<file path="src/rtl/board_mem_arbiter.sv">
// Arbiter and select sequencer for the shared board memory port (init/vali/flip/vga).
// Latency: request to grant is 1 cycle. Grants are never preempted. A starved VGA reader is promoted.
module board_mem_arbiter #(
    parameter int VGA_MAX_WAIT = 32,
    parameter int WAIT_W       = 6
) (
    input  logic clk,
    input  logic reset,
    input  logic req_init,
    input  logic req_vali,
    input  logic req_flip,
    input  logic req_vga,
    output logic gnt_init,
    output logic gnt_vali,
    output logic gnt_flip,
    output logic gnt_vga,
    output logic init_ctrl,
    output logic vali_ctrl,
    output logic flip_ctrl,
    output logic vga_ctrl,
    output logic busy,
    output logic vga_promoted
);

    typedef enum logic {IDLE, OWNED} state_t;

    // Vector bit order everywhere: [3]=init [2]=vali [1]=flip [0]=vga
    localparam logic [3:0] SEL_INIT = 4'b1000;
    localparam logic [3:0] SEL_VALI = 4'b0100;
    localparam logic [3:0] SEL_FLIP = 4'b0010;
    localparam logic [3:0] SEL_VGA  = 4'b0001;
    localparam logic [WAIT_W-1:0] MAX_WAIT = WAIT_W'(VGA_MAX_WAIT);

    state_t            state, state_next;
    logic [3:0]        req, gnt, gnt_next, ctrl, ctrl_next, winner;
    logic [WAIT_W-1:0] wait_cnt;
    logic              rearb;

    assign req = {req_init, req_vali, req_flip, req_vga};

    always_comb begin
        winner = '0;
        if (req_init)                    winner = SEL_INIT;
        else if (vga_promoted && req_vga) winner = SEL_VGA;
        else if (req_flip)               winner = SEL_FLIP;
        else if (req_vali)               winner = SEL_VALI;
        else if (req_vga)                winner = SEL_VGA;
    end

    // Re-arbitrate only when idle or when the current owner has let go.
    assign rearb = (state == IDLE) || ((gnt & req) == 4'b0000);

    always_comb begin
        state_next = state;
        gnt_next   = gnt;
        ctrl_next  = ctrl;
        if (rearb) begin
            if (winner != 4'b0000) begin
                state_next = OWNED;
                gnt_next   = winner;
                ctrl_next  = winner;
            end else begin
                state_next = IDLE;
                gnt_next   = '0;
            end
        end
    end

    always_ff @(posedge clk) begin
        if (reset) begin
            state <= IDLE;
            gnt   <= '0;
            ctrl  <= SEL_INIT;
            busy  <= 1'b0;
        end else begin
            state <= state_next;
            gnt   <= gnt_next;
            ctrl  <= ctrl_next;
            busy  <= (gnt_next != 4'b0000);
        end
    end

    // Wait counter sees the pre-edge grant; promotion lags the counter by one cycle.
    always_ff @(posedge clk) begin
        if (reset) begin
            wait_cnt     <= '0;
            vga_promoted <= 1'b0;
        end else begin
            if (!req_vga || gnt[0] || gnt_next[0])
                wait_cnt <= '0;
            else if (wait_cnt != {WAIT_W{1'b1}})
                wait_cnt <= wait_cnt + 1'b1;
            vga_promoted <= (wait_cnt >= MAX_WAIT);
        end
    end

    assign {gnt_init, gnt_vali, gnt_flip, gnt_vga}     = gnt;
    assign {init_ctrl, vali_ctrl, flip_ctrl, vga_ctrl} = ctrl;

endmodule

</file>
<file path="config.mk">
export PLATFORM = sky130hd
export DESIGN_NAME = board_mem_arbiter
export DESIGN_NICKNAME = d
export VERILOG_FILES = /design/src/rtl/board_mem_arbiter.sv
export SDC_FILE = /design/constraint.sdc
export NUM_CORES = 1
export LEC_CHECK = 0
export BUFFER_PORTS_ARGS = -buffer_cell sky130_fd_sc_hd__buf_2
export CAP_MARGIN = 10
export CORE_UTILIZATION = 53
export CTS_CLUSTER_DIAMETER = 120
export CTS_CLUSTER_SIZE = 16
export DETAILED_ROUTE_END_ITERATION = 6
export HOLD_SLACK_MARGIN = 0.02
export PLACE_DENSITY = 0.76
export SYNTH_ARGS = -nofsm -noshare
export SYNTH_HDL_FRONTEND = slang
export SYNTH_SLANG_ARGS = --single-unit
</file>
<file path="constraint.sdc">
create_clock -name clk -period 4.5 [get_ports clk]
set_clock_uncertainty 0.2 [all_clocks]
set_input_delay 0.225 -clock clk [delete_from_list [all_inputs] [get_ports clk]]
set_output_delay 0.225 -clock clk [all_outputs]
set_load 0.02 [all_outputs]
</file>
==> results of run 1 <==
-- layer usage --
layer | share of wire, % | wire (microns)
met1 | 44 | 570
met2 | 50 | 648
met3 | 3.9 | 51
met4 | 2.9 | 38
met5 | 0 | 0
-- critical path, stage by stage (launching register included) --
cell	delay, ps
dfxtp_1	350
a222oi_1	500
a21oi_1	310
o21ai_0	230
a21oi_1	80
-- layout make-up --
class | count | area [sq um] | area share [%]
sequential | 17 | 340.3 | 42.50
multi-input combinational | 56 | 330.3 | 41.25
timing repair buffer | 15 | 75.07 | 9.375
clock buffer | 4 | 26.28 | 3.281
tap | 14 | 17.52 | 2.188
inverter | 3 | 11.26 | 1.406
-- worst max path at each step --
stage | from | endpoint | cells after the start
floorplan | gnt[0] | ctrl[0] | 4
global route | gnt[0] | ctrl[2] | 4
CTS | gnt[0] | ctrl[1] | 4
finish | gnt[0] | ctrl[0] | 4
detailed placement | req_vga | ctrl[1] | 5
global placement | req_vga | ctrl[0] | 5
-- synthesized netlist by cell type --
cell type and count:
clkbuf_1 1, ha_1 2, a222oi_1 1, a2bb2oi_1 1, dfxtp_1 17, nor3b_1 1
a31oi_1 1, nor2_1 9, nor3_1 1, nand3_1 4, inv_1 3, o21ai_0 4
nor4_1 1, or2_1 1, and3_1 1, a21o_1 1, mux2i_1 3, nand4b_1 1
buf_1 1, xnor2_1 3, a21oi_1 11, o221ai_1 1, nand2_1 7, nor2b_1 2
-- state kept, by name, summed over array words and instances (netlist names) --
| register | count |
|---|---|
| vga_promoted | 1 |
| ctrl | 4 |
| wait_cnt | 6 |
| busy | 1 |
| gnt | 4 |
| state | 1 |
-- power by group --
part           internal, mW  switching, mW
combinational        0.0101         0.0180
sequential            0.156        0.00281
clock                0.0345         0.0463
total                 0.200         0.0670
-- cells by family after synthesis --
logic type	count (synthesis)	synth area share, %
compound gates	20	16.88
xor+xnor	3	3.812
mux	3	4.356
simple gates	28	19.24
buf+inv	5	2.721
flops	17	49.37
fa+ha+maj	2	3.629
-- per-stage QoR --
step                      util, %  area, sq um
after CTS                   69.26        800.8
after global placement      66.99        774.5
after detailed placement    66.99        774.5
final                       69.26        800.8
after global routing        69.26        800.8
after floorplan                 -        689.4
==> impl_metrics.csv, run 1 <==
group,metric,value,unit
outcome,status,"finished, final reports clean",
clock_tree,clock-sinks,17,
global_route,grt_use_met1,20.74,%
finish,nets,104,
detailed_routing,vias_per_cell,5.541,
pwr,power.total,0.2672,mW
global_route,grt-busiest-layer,"met2",
global_route,antenna_found_initial,0,
sta,setup_violations,0,
worst_hold_path,worstHoldStart,"reset",
setup_path,r2r_setup_slack,2710,ps
die,start_util,59.63,%
synthesis,synth.top_cell.area_share,49.36,%
sta,hold_violations,0,
placed_design,dp_hpwl,962.9,microns
setup_path,arrival,1760,ps
finish,mostFrequentLayoutCell,"dfxtp_1",
synthesis,synth-seq-cells,17,
global_route,grt_util_met2,35.59,%
clock_tree,htreeDepth,1,
synthesis,synth_top_area_cell,"dfxtp_1",
detailed_routing,postRouteAntennaNets,0,
sta,whs,41.87,ps
sta,worst_slew_pin_slew,736.7,ps
detailed_routing,drc,0,
clock_tree,path_clk_slew,100,ps
global_route,met3_usage,5.233,%
finish,final.fill_count,96,
clock_tree,cts_buffer_depth,2,
synthesis,synth_warnings,0,
setup_path,cp-start-kind,"flop",
synthesis,syn-num-nets,86,
synthesis,synth_area_leaders,"dfxtp_1 (49%), a21oi_1 (8.0%), nor2_1 (4.9%)",
setup_path,r2r-start,"gnt[0]",
setup_path,crit_fanout,8,
worst_hold_path,min_path_cells,2,
global_route,gr-usage-all-layers,20.62,%
finish,insertedDiodeCount,0,
global_route,grt_pass1_wl,1980,microns
die,rows,12,
worst_hold_path,whs_endpoint,"ctrl[2]",
sta,final.setup.tns,0,ps
clock_tree,cts_setup_buffers,0,
setup_path,worstPathRequired,4470,ps
finish,syn_to_final_growth,16.15,%
synthesis,syn_area,689.4,sq um
detailed_routing,wl_per_cell,12.01,microns
die,core_area,1156,sq um
worst_hold_path,min_path_type,"in2reg",
setup_path,r2r_cells,4,
detailed_routing,drt-initial-drc-count,8,
die,die_x,38.07,microns
detailed_routing,first_pass_iters,4,
sta,max_freq,0.5599,GHz
synthesis,syn_avg_cell_area,8.839,sq um
synthesis,synth_cell_type_count,24,
global_route,grt_max_degree,13,
detailed_routing,drt_wl_total,1309,microns
clock_tree,cts_buffers,3,
sta,rsz0062_at_grt,"false",
placed_design,placed_cells,105,
sta,worst_slack,2714,ps
job,maxCapViolCount,0,
clock_tree,post_cts_resized,0,
finish,drive_gt1_share,18.95,%
pwr,power_density,333.7,nW/um^2
die,ios,16,
setup_path,r2r-end,"ctrl[0]",
clock_tree,cts-root-buf,"clkbuf_4",
finish,final_cell_mix,"dfxtp_1 (17), buf_2 (15), a21oi_1 (11)",
pwr,ir_drop,215.2,uV
clock_tree,cts_tree,"yes",
sta,period_minus_slack,1786,ps
global_route,grt_pass1_vias,512,
setup_path,cp-end-kind,"flop",
synthesis,syn_inst,78,
die,die_h,38.07,microns
placed_design,routabilityCongestion,0.7807,
synthesis,seq_area_frac_synth,49.36,%
clock_tree,ctsHoldBuffers,0,
finish,instances_no_fill,109,
sta,min_period_over_period,39.69,%
sta,drv_slew,0,
placed_design,dp_slack,2748,ps
setup_path,crit_type,"reg2reg",
die,die_area,1449,sq um
global_route,grt.overflow.total,0,
detailed_routing,vias,604,
placed_design,portBuffers,15,
pwr,p_leak,0.3368,nW
sta,slew-limit-headroom,50.44,%
clock_tree,insertion_delay,290,ps
Power figures use the tool's default switching activity.
==> inputs of run 2 (changes only) <==
ABC_AREA = 1   (was not set)
CORE_UTILIZATION = 45   (was 53)
PLACE_DENSITY = 0.68   (was 0.76)
clock period = 1.45 ns   (was 4.5 ns; I/O delays follow)
==> run 2 against run 1 <==
Global-route usage shrank 2.4 points. Combinational power grew to 4.0 times the previous value. Final area rose by 14%. Clock power rose to 3.1 times the previous value. Largest cell class is now multi-input gates. Largest power group unchanged. Highest routed layer unchanged.
==> impl_metrics.csv, run 2 <==
group,metric,value,unit
setup_path,cp-start-kind,"input port",
sta,setup_violations,0,
placed_design,post_dp_cell_area,822.0,sq um
detailed_routing,drt-initial-drc-count,20,
sta,final.setup.tns,0,ps
clock_tree,cts_buffer_depth,2,
clock_tree,insertion_delay,290,ps
setup_path,path_delay_family,"buffers and inverters",
detailed_routing,drc,0,
pwr,power_density,941.2,nW/um^2
sta,whs,35.98,ps
synthesis,async_reset_ff_share,0,%
sta,hold_violations,0,
clock_tree,cts_setup_buffers,0,
placed_design,dp_slack,84.01,ps
setup_path,crit_chain,"dlygate4sd3_1, buf_2, nand2_1, nand4_1, nand2_2, nand2_2, nand2_4, nor2_1",
setup_path,slowest_delay,540,ps
finish,final_cell_mix,"nand2_1 (20), dfxtp_1 (16), buf_2 (14)",
die,die_x,41.74,microns
synthesis,synth.most_common_cell,"nand2_1",
synthesis,synth.top_cell.area_share,47.89,%
detailed_routing,drt_wl_total,1430,microns
synthesis,synth_top_area_cell,"dfxtp_1",
die,core_area,1383,sq um
clock_tree,clock-sinks,17,
global_route,grt_pass1_vias,594,
sta,worst_slack,76.84,ps
finish,nets,128,
setup_path,cp-end-kind,"flop",
synthesis,synth_ff_type,"dfxtp_1",
synthesis,synth_cell_type_count,18,
finish,mostFrequentLayoutCell,"nand2_1",
setup_path,crit_type,"in2reg",
outcome,status,"finished, final reports clean",
worst_hold_path,min_path_type,"in2reg",
finish,final.fill_count,116,
pwr,p_leak,0.4241,nW
synthesis,syn-num-nets,103,
pwr,pwr-share-clk,29.6,%
synthesis,synth_top_cells_by_count,"nand2_1 (24), dfxtp_1 (17), nor2_1 (12)",
global_route,grt_pass1_wl,2435,microns
finish,largest_reg_flops,6,
setup_path,critPathMostFrequentCell,"nand2_2",
sta,slew-limit-headroom,83.06,%
detailed_routing,postRouteAntennaNets,0,
setup_path,arrival,1370,ps
finish,regMostFlops,"wait_cnt",
finish,multi_input_area,346.6,sq um
setup_path,slowest_stage,"dlygate4sd3_1",
die,ios,16,
sta,max_freq,0.7282,GHz
clock_tree,path_clk_slew,100,ps
sta,min_period_over_period,94.70,%
die,die_h,41.74,microns
placed_design,portBuffers,15,
detailed_routing,vias_per_cell,4.910,
pwr,ir_drop,628.4,uV
setup_path,worstPathRequired,1450,ps
die,rows,13,
clock_tree,cts_buffers,3,
sta,worst_slew_pin_slew,253.2,ps
placed_design,dp_hpwl,1001,microns
die,die_area,1742,sq um
synthesis,seq_area_frac_synth,47.89,%
pwr,p_int,0.6293,mW
finish,regArea,341.6,sq um
finish,design_area,910.9,sq um
global_route,grt_max_degree,11,
setup_path,critPathBufInv,2,
synthesis,synth_edf_count,0,
setup_path,crit_fanout,6,
synthesis,synth-seq-cells,17,
clock_tree,cts_tree,"yes",
pwr,seqPwrFrac,57.5,%
synthesis,syn_area,710.7,sq um
synthesis,syn_inst,95,
pwr,p_switching,0.2280,mW
pwr,comb_power_share,12.9,%
finish,syn_to_final_growth,28.17,%
global_route,grt.overflow.total,0,
detailed_routing,vias,658,
global_route,gr-usage-all-layers,18.17,%
synthesis,syn_avg_cell_area,7.481,sq um
detailed_routing,first_pass_iters,4,
sta,period_minus_slack,1373,ps
placed_design,routabilityCongestion,0.8575,
finish,insertedDiodeCount,0,
synthesis,synth_warnings,0,
pwr,switching_share,26.60,%
clock_tree,cts-root-buf,"clkbuf_4",
global_route,antenna_found_initial,0,
detailed_routing,wl_per_cell,10.67,microns
pwr,power.total,0.8573,mW
synthesis,synth_area_leaders,"dfxtp_1 (48%), nand2_1 (13%), a21oi_1 (6.3%)",
sta,drv_slew,0,
finish,largest_registers,"wait_cnt: 6 flops, ctrl: 4 flops, gnt: 4 flops",
finish,drive_gt1_share,27.73,%
clock_tree,htreeDepth,1,
die,start_util,51.40,%
job,maxCapViolCount,0,
run 2: area by class of cell:
| cell class | count | area share [%] |
|---|---|---|
| inverters | 11 | 4.533 |
| flip-flops and latches | 17 | 37.50 |
| multi-input cells | 66 | 38.05 |
| well taps | 15 | 2.060 |
| clock inverters | 1 | 0.5495 |
| repair buffers | 21 | 14.84 |
| clock buffers | 3 | 2.473 |
run 2: stage by stage:
stage                     std cells  util (%)
after floorplan                  95         -
after global placement          127     59.46
after detailed placement        127     59.46
after CTS                       135     64.34
after global routing            134     65.88
final                           134     65.88
run 2: logic make-up after synthesis:
logic type / count (synthesis) / share of synthesized area (%)
AND/OR/NAND/NOR: 49 / 29.40
buffers and inverters: 12 / 6.513
XOR/XNOR: 3 / 3.698
AO/OA/AOI/OAI: 12 / 8.977
flip-flops: 17 / 47.89
adder cells (fa/ha/maj): 2 / 3.521
run 2: final timing paths:
path,slack (ps),to,cells past startpoint,start
min reg2reg,250,vga_promoted,2,wait_cnt[5]
min,40,gnt[2],5,req_vali
max,80,wait_cnt[2],8,req_init
max reg2reg,80,wait_cnt[0],5,wait_cnt[0]
run 2: power groups by stage:
| stage | logic, mW | registers (mW) | clock network [mW] |
|---|---|---|---|
| after detailed placement | 0.0964 | 0.504 | 0 |
| after CTS | 0.105 | 0.493 | 0.262 |
| after global placement | 0.0963 | 0.503 | 0 |
| after global routing | 0.122 | 0.495 | 0.288 |
| final | 0.111 | 0.493 | 0.254 |
| after floorplan | 0.0448 | 0.519 | 0 |
run 2: repair_timing:
item | 4_1_cts | 5_1_grt
endpoints found under the hold margin | 16 | 0
gates resized for setup | 0 | 10
setup endpoints to repair | 0 | 10
hold buffers | 4 | 0
run 2: worst register-to-register path, stage by stage (launching register included):
cell	delay [ps]
dfxtp_1	350
ha_2	200
nand3_1	110
nor2_2	190
xor2_1	160
nor2_1	60
run 2: per-layer routing:
metal / share of wire (%) / vias up / track usage, % / routed length, microns
li1: - / 348 / - / -
met4: 2.2 / 0 / 9.677 / 31
met3: 6.2 / 5 / 5.217 / 88
met1: 47 / 283 / 24.53 / 666
met2: 45 / 22 / 25.94 / 643
met5: 0 / - / 0 / 0
